===== config.mk =====
export PLATFORM = sky130hd
export DESIGN_NAME = gray_to_bcd_tracker
export DESIGN_NICKNAME = d
export VERILOG_FILES = /design/src/rtl/gray_to_bcd_tracker.sv
export SDC_FILE = /design/constraint.sdc
export NUM_CORES = 1
export LEC_CHECK = 0
export CAP_MARGIN = 10
export CELL_PAD_IN_SITES_DETAIL_PLACEMENT = 1
export CELL_PAD_IN_SITES_GLOBAL_PLACEMENT = 1
export CORE_MARGIN = 4
export CORE_UTILIZATION = 35
export CTS_BUF_LIST = sky130_fd_sc_hd__clkbuf_16
export CTS_CLUSTER_SIZE = 30
export DETAILED_ROUTE_END_ITERATION = 6
export PLACE_DENSITY_LB_ADDON = 0.15
export SLEW_MARGIN = 20
export SYNTH_ARGS = -nofsm -noshare
export SYNTH_HDL_FRONTEND = slang
export SYNTH_SLANG_ARGS = --single-unit

===== constraint.sdc =====
create_clock -name clk -period 2.2 [get_ports clk]
set_clock_uncertainty 0.1 [all_clocks]
set_input_delay 0.55 -clock clk [delete_from_list [all_inputs] [get_ports clk]]
set_output_delay 0.55 -clock clk [all_outputs]
set_load 0.005 [all_outputs]

===== src/rtl/gray_to_bcd_tracker.sv =====
// Gray-coded decimal digit decoder with a one-deep registered output stage,
// step-direction classification against the previous digit, and error counting.
module gray_to_bcd_tracker #(
  parameter bit STEP_CHECK = 1'b1
) (
  input  logic       clk,
  input  logic       rst,
  input  logic       in_valid,
  output logic       in_ready,
  input  logic [3:0] g,
  input  logic       resync,
  output logic       out_valid,
  input  logic       out_ready,
  output logic [3:0] b,
  output logic       err_range,
  output logic       err_step,
  output logic       dir_up,
  output logic       dir_dn,
  output logic       hold,
  output logic [7:0] err_cnt
);

  localparam int unsigned DW = 4;
  localparam int unsigned CW = 8;

  typedef enum logic {ST_SYNC, ST_TRACK} state_e;

  state_e          state_q, state_d;
  logic [DW-1:0]   prev_q, prev_d;
  logic            out_valid_q, out_valid_d;
  logic [DW-1:0]   b_q, b_d;
  logic            err_range_q, err_range_d;
  logic            err_step_q, err_step_d;
  logic            dir_up_q, dir_up_d;
  logic            dir_dn_q, dir_dn_d;
  logic            hold_q, hold_d;
  logic [CW-1:0]   err_cnt_q, err_cnt_d;

  logic            accept;
  logic [DW-1:0]   dec;
  logic            in_range;
  logic [DW-1:0]   prev_up;
  logic [DW-1:0]   prev_dn;
  state_e          cls_state;

  assign in_ready = !out_valid_q || out_ready;
  assign accept   = in_valid && in_ready;

  // Gray to binary: each bit is the XOR of all Gray bits at or above it.
  assign dec      = {g[3], g[3] ^ g[2], g[3] ^ g[2] ^ g[1], ^g};
  assign in_range = (dec <= DW'(9));
  assign prev_up  = (prev_q == DW'(9)) ? DW'(0) : prev_q + DW'(1);
  assign prev_dn  = (prev_q == DW'(0)) ? DW'(9) : prev_q - DW'(1);
  // A resync arriving with a sample classifies that sample as the first one.
  assign cls_state = resync ? ST_SYNC : state_q;

  always_comb begin
    state_d     = state_q;
    prev_d      = prev_q;
    out_valid_d = out_valid_q;
    b_d         = b_q;
    err_range_d = err_range_q;
    err_step_d  = err_step_q;
    dir_up_d    = dir_up_q;
    dir_dn_d    = dir_dn_q;
    hold_d      = hold_q;
    err_cnt_d   = err_cnt_q;

    if (resync) begin
      state_d = ST_SYNC;
    end

    if (accept) begin
      out_valid_d = 1'b1;
      b_d         = dec;
      err_range_d = 1'b0;
      err_step_d  = 1'b0;
      dir_up_d    = 1'b0;
      dir_dn_d    = 1'b0;
      hold_d      = 1'b0;
      if (!in_range) begin
        err_range_d = 1'b1;
        state_d     = ST_SYNC;
      end else begin
        prev_d  = dec;
        state_d = ST_TRACK;
        if (cls_state == ST_TRACK) begin
          if (dec == prev_q) begin
            hold_d = 1'b1;
          end else if (dec == prev_up) begin
            dir_up_d = 1'b1;
          end else if (dec == prev_dn) begin
            dir_dn_d = 1'b1;
          end else begin
            err_step_d = STEP_CHECK;
          end
        end
      end
      if ((err_range_d || err_step_d) && (err_cnt_q != CW'(255))) begin
        err_cnt_d = err_cnt_q + CW'(1);
      end
    end else if (out_ready) begin
      out_valid_d = 1'b0;
    end
  end

  always_ff @(posedge clk or posedge rst) begin
    if (rst) begin
      state_q     <= ST_SYNC;
      prev_q      <= '0;
      out_valid_q <= 1'b0;
      b_q         <= '0;
      err_range_q <= 1'b0;
      err_step_q  <= 1'b0;
      dir_up_q    <= 1'b0;
      dir_dn_q    <= 1'b0;
      hold_q      <= 1'b0;
      err_cnt_q   <= '0;
    end else begin
      state_q     <= state_d;
      prev_q      <= prev_d;
      out_valid_q <= out_valid_d;
      b_q         <= b_d;
      err_range_q <= err_range_d;
      err_step_q  <= err_step_d;
      dir_up_q    <= dir_up_d;
      dir_dn_q    <= dir_dn_d;
      hold_q      <= hold_d;
      err_cnt_q   <= err_cnt_d;
    end
  end

  assign out_valid = out_valid_q;
  assign b         = b_q;
  assign err_range = err_range_q;
  assign err_step  = err_step_q;
  assign dir_up    = dir_up_q;
  assign dir_dn    = dir_dn_q;
  assign hold      = hold_q;
  assign err_cnt   = err_cnt_q;

endmodule

==> results.md <==
* Status: finished, violations left
* Violated checks: setup timing
* Final Instance Count excl. Fillers at 270
* Clock tree buffer depth at 2
* Yosys reg bits at 23
* Placed cells at ~250
* Synth area leader: dfrtp_1
* Distinct cells, synth at 45
* # rows at 23
* Fillers at 456
* Syn nets at roughly 170
* Worst setup endpoint: err_cnt[6]$_DFFE_PP0P_
* Clk root buf: clkbuf_16
* Sum of negative setup slack at -3.13 ns
* Total grt overflow at 0
* Synth Flop Type: dfrtp_1
* Utilization after layout at between 50% and 60%
* RSZ-0062 raised after global routing: true
* Delay-heaviest family, CP: compound AO/OA/AOI/OAI gates
* Slack of the critical path at -0.345 ns
* R2r startpoint: prev_q[0]$_DFFE_PP0P_
* Antenna diodes at 0
* DRT antenna net count at 0
* Max-cap violations at 0
* Initial Util at 36.4%
* Global-route total usage across every layer at around a fifth
* Worst Setup SP: g[2]
* Syn-to-layout area delta at 58.2%
* Number of global-route vias before repair at about 1600
* Skew-Pair Late Insertion Delay at roughly 0.25 ns
* I/O pin count at 28
* Synth Area per Inst at 9.28 um^2
* Internal power at roughly 1.3 mW
* Total leakage power at 1.05 nW
* Post-Synth Adder-Cell Area at 2.58%
* Die height at 72.5 um
* Switch share at around a third
* Mapped Cells at about 160
* H-tree depth at 1
* Starting DRT DRC Count at 69
* Combinational Power Share at between 40% and 50%
* Pin count of the biggest net entering global routing at 24
* Final net count at 233
* Hold-fix buffers at CTS at 0
* WP depth at 12
* Share of the synthesized area in the top cell type at 39.5%
* Floorplan core area at about 4000 um^2
* 1st-pass router iterations at 4
* Die W at ~73 um
* Mux share of post-synthesis cell area at under 10%
* Place WS at -1.14 ns
* Synth Area in Compound Gates at around 16%
* Mapped Area at around 1500 um^2
* Worst path cell trace: buf_8 -> inv_8 -> ha_4 -> buf_4 -> xnor2_4 -> buf_4 -> nor3_4 -> nand3_1 -> a211oi_2 -> o31a_4 -> nor2_2 -> mux2_4
* Synth area leaders: dfrtp_1, nand2_1, nand2b_1
* Final hold violation count at 0
* Clk pwr share at between 20% and 30%
* Slowest cell on the critical path: a211oi_2
* Seq/Total Area, Yosys at 39.5%
* Min Tclk post-route at about 2.5 ns
* Initial antenna violation count at 0
* Remaining DRCs at 0
* CP startpoint kind: input port
* Reg power frac at 33.1%
* Crit Reg-Reg Endpoint: err_cnt[6]$_DFFE_PP0P_
* Port bufs at 27
* Number of synthesized flops with an enable pin at 0
* Tcrit/Tclk final at 116%
* Hold WC Path Type: reg -> reg
* Total power at around 1.9 mW
* Largest family of logic cells by synthesized area: simple AND/OR/NAND/NOR gates
* CP peak stage delay at roughly 0.33 ns
* First-pass GRT wire length at between 7 and 8 mm
* Critical path buffers and inverters at 4
* R2R depth at 8
* Via density at between 5 and 6
* Fmax at a little under 400 MHz
* Sum of net half-perimeters after detailed placement at around 3.2 mm
* Detailed Route WL at 5.03 mm
* Switching power at about 0.66 mW
* CP Data Required Time at between 2 and 2.5 ns
* DR WL/cell at about 19 um
* Maximum VDD drop at between 0.5 and 0.6 mV
* CP max FO at 7
* Clock transition at path regs at ~0.06 ns
* Power per cell area at 829 nW/um^2
* CTS tree: yes
* R2R Setup Slk at -0.27 ns
* Slew HR at between 70 and 80%
* Clock sinks at 23
* XOR/XNOR share of the synthesized area at under 10%
* Die Footprint at 5260 um^2
* Ys async rst share at 100%
* CP Data Arrival Time at 2.58 ns
* CTS Buf Count at 3
* CP endpoint kind: flop
* Setup violators final at 12
* Ys Warns at 0
* Gpl congestion at approximately 0.83
* Layout cell share with drive strength beyond 1 at a little over a third
* CP dominant cell by count: buf_4
* WS Path Type: in -> reg
* Vias at between 1000 and 1500
* Worst-margin pin slew at between 0.3 and 0.4 ns
* Slew Viols, Final at 0
* Synth Area in Simple Gates at ~24%
-- repair_timing --
action | 4_1_cts | 5_1_grt
resized for setup | 34 | 15
buffers inserted | 11 | 4
hold endpoints to repair | 0 | 0
setup endpoints to repair | 19 | 14
pin swaps | 12 | 13
-- through the flow --
stage	hold slack (ns)	area, um^2
floorplan	0.370	1520
global placement	0.366	2030
detailed placement	0.369	2030
CTS	0.385	2240
global route	0.413	2300
finish	0.371	2300
-- flip-flops by register name, indices dropped and copies added, names as in the netlist --
| register | cells |
|---|---|
| dir_up | 1 |
| err_cnt | 8 |
| hold | 1 |
| b | 4 |
| err_step | 1 |
| dir_dn | 1 |
| err_range | 1 |
| prev_q | 4 |
| out_valid | 1 |
| state_q | 1 |
-- worst min-delay path by stage --
stage | from | end | slack [ns] | cells past startpoint
finish | dir_dn$_DFFE_PP0P_ | dir_dn$_DFFE_PP0P_ | 0.37 | 2
global route | err_cnt[4]$_DFFE_PP0P_ | err_cnt[4]$_DFFE_PP0P_ | 0.41 | 1
CTS | dir_dn$_DFFE_PP0P_ | dir_dn$_DFFE_PP0P_ | 0.39 | 2
detailed placement | dir_dn$_DFFE_PP0P_ | dir_dn$_DFFE_PP0P_ | 0.37 | 2
global placement | b[2]$_DFFE_PP0P_ | b[2]$_DFFE_PP0P_ | 0.37 | 2
floorplan | b[1]$_DFFE_PP0P_ | b[1]$_DFFE_PP0P_ | 0.37 | 2
-- placed cells by master, fill, tap and decap left out, drive strengths merged, types with 6 or more instances in the layout --
cell type      synthesis  routed
xor2                   6       6
o21ai                  6       6
nor2                   8       8
nand2b                 9       9
nand3                  6       6
nand2                 23      23
buf                    5      44
clkdlybuf4s50          0      22
dfrtp                 23      23
-- Yosys cell counts, types with 3 or more instances --
master and number:
nor2b_1 3, nor2_1 7, buf_2 5, nand2b_1 9, nor3b_1 3, and2_1 3
inv_1 4, xnor2_1 3, dfrtp_1 23, clkbuf_1 5, nand4_1 4, nand2_1 23
o21ai_0 6, nor3_1 4, mux2_1 3, ha_1 3, a21oi_1 4, xor2_1 6
nand3_1 6
-- kinds of logic (layout without fill, tap and decap cells) --
group                    after synthesis  count (layout)
AO/OA/AOI/OAI                         30              30
buffers and inverters                 14              77
adder cells (fa/ha/maj)                3               3
XOR/XNOR                              12              12
flip-flops                            23              23
AND/OR/NAND/NOR                       69              69
multiplexers                           6               6
-- per-layer routing --
metal,GRT usage (%),up-vias,routed length (um),part of all wire (%)
li1,-,677,-,-
met4,5.94,0,62,1.2
met5,0,-,0,0
met1,23.6,721,2110,42
met3,2.63,6,122,2.4
met2,33.4,26,2740,54
-- worst min-delay path, delay by kind of cell, from the launching register on --
kind | cells | cell delay (ns)
flip-flops | 1 | 0.34
AND/OR/NAND/NOR | 2 | 0.10
-- area by class of cell --
class / instances / area [um^2] / share of cell area, %
tap: 50 / 62.6 / 2.72
timing repair buffer: 69 / 594 / 25.8
inverter: 4 / 22.5 / 0.978
multi-input combinational: 120 / 970 / 42.1
clock inverter: 1 / 3.75 / 0.163
clock buffer: 3 / 75.1 / 3.26
sequential: 23 / 576 / 25.0
-- power by group through the flow --
stage | registers (mW) | logic (mW) | clock network (mW)
finish | 0.633 | 0.894 | 0.384
global route | 0.651 | 0.960 | 0.421
CTS | 0.623 | 0.823 | 0.394
detailed placement | 0.631 | 0.761 | 0
global placement | 0.625 | 0.737 | 0
floorplan | 0.598 | 0.424 | 0
Note: power is estimated with default switching activity, not from simulation.
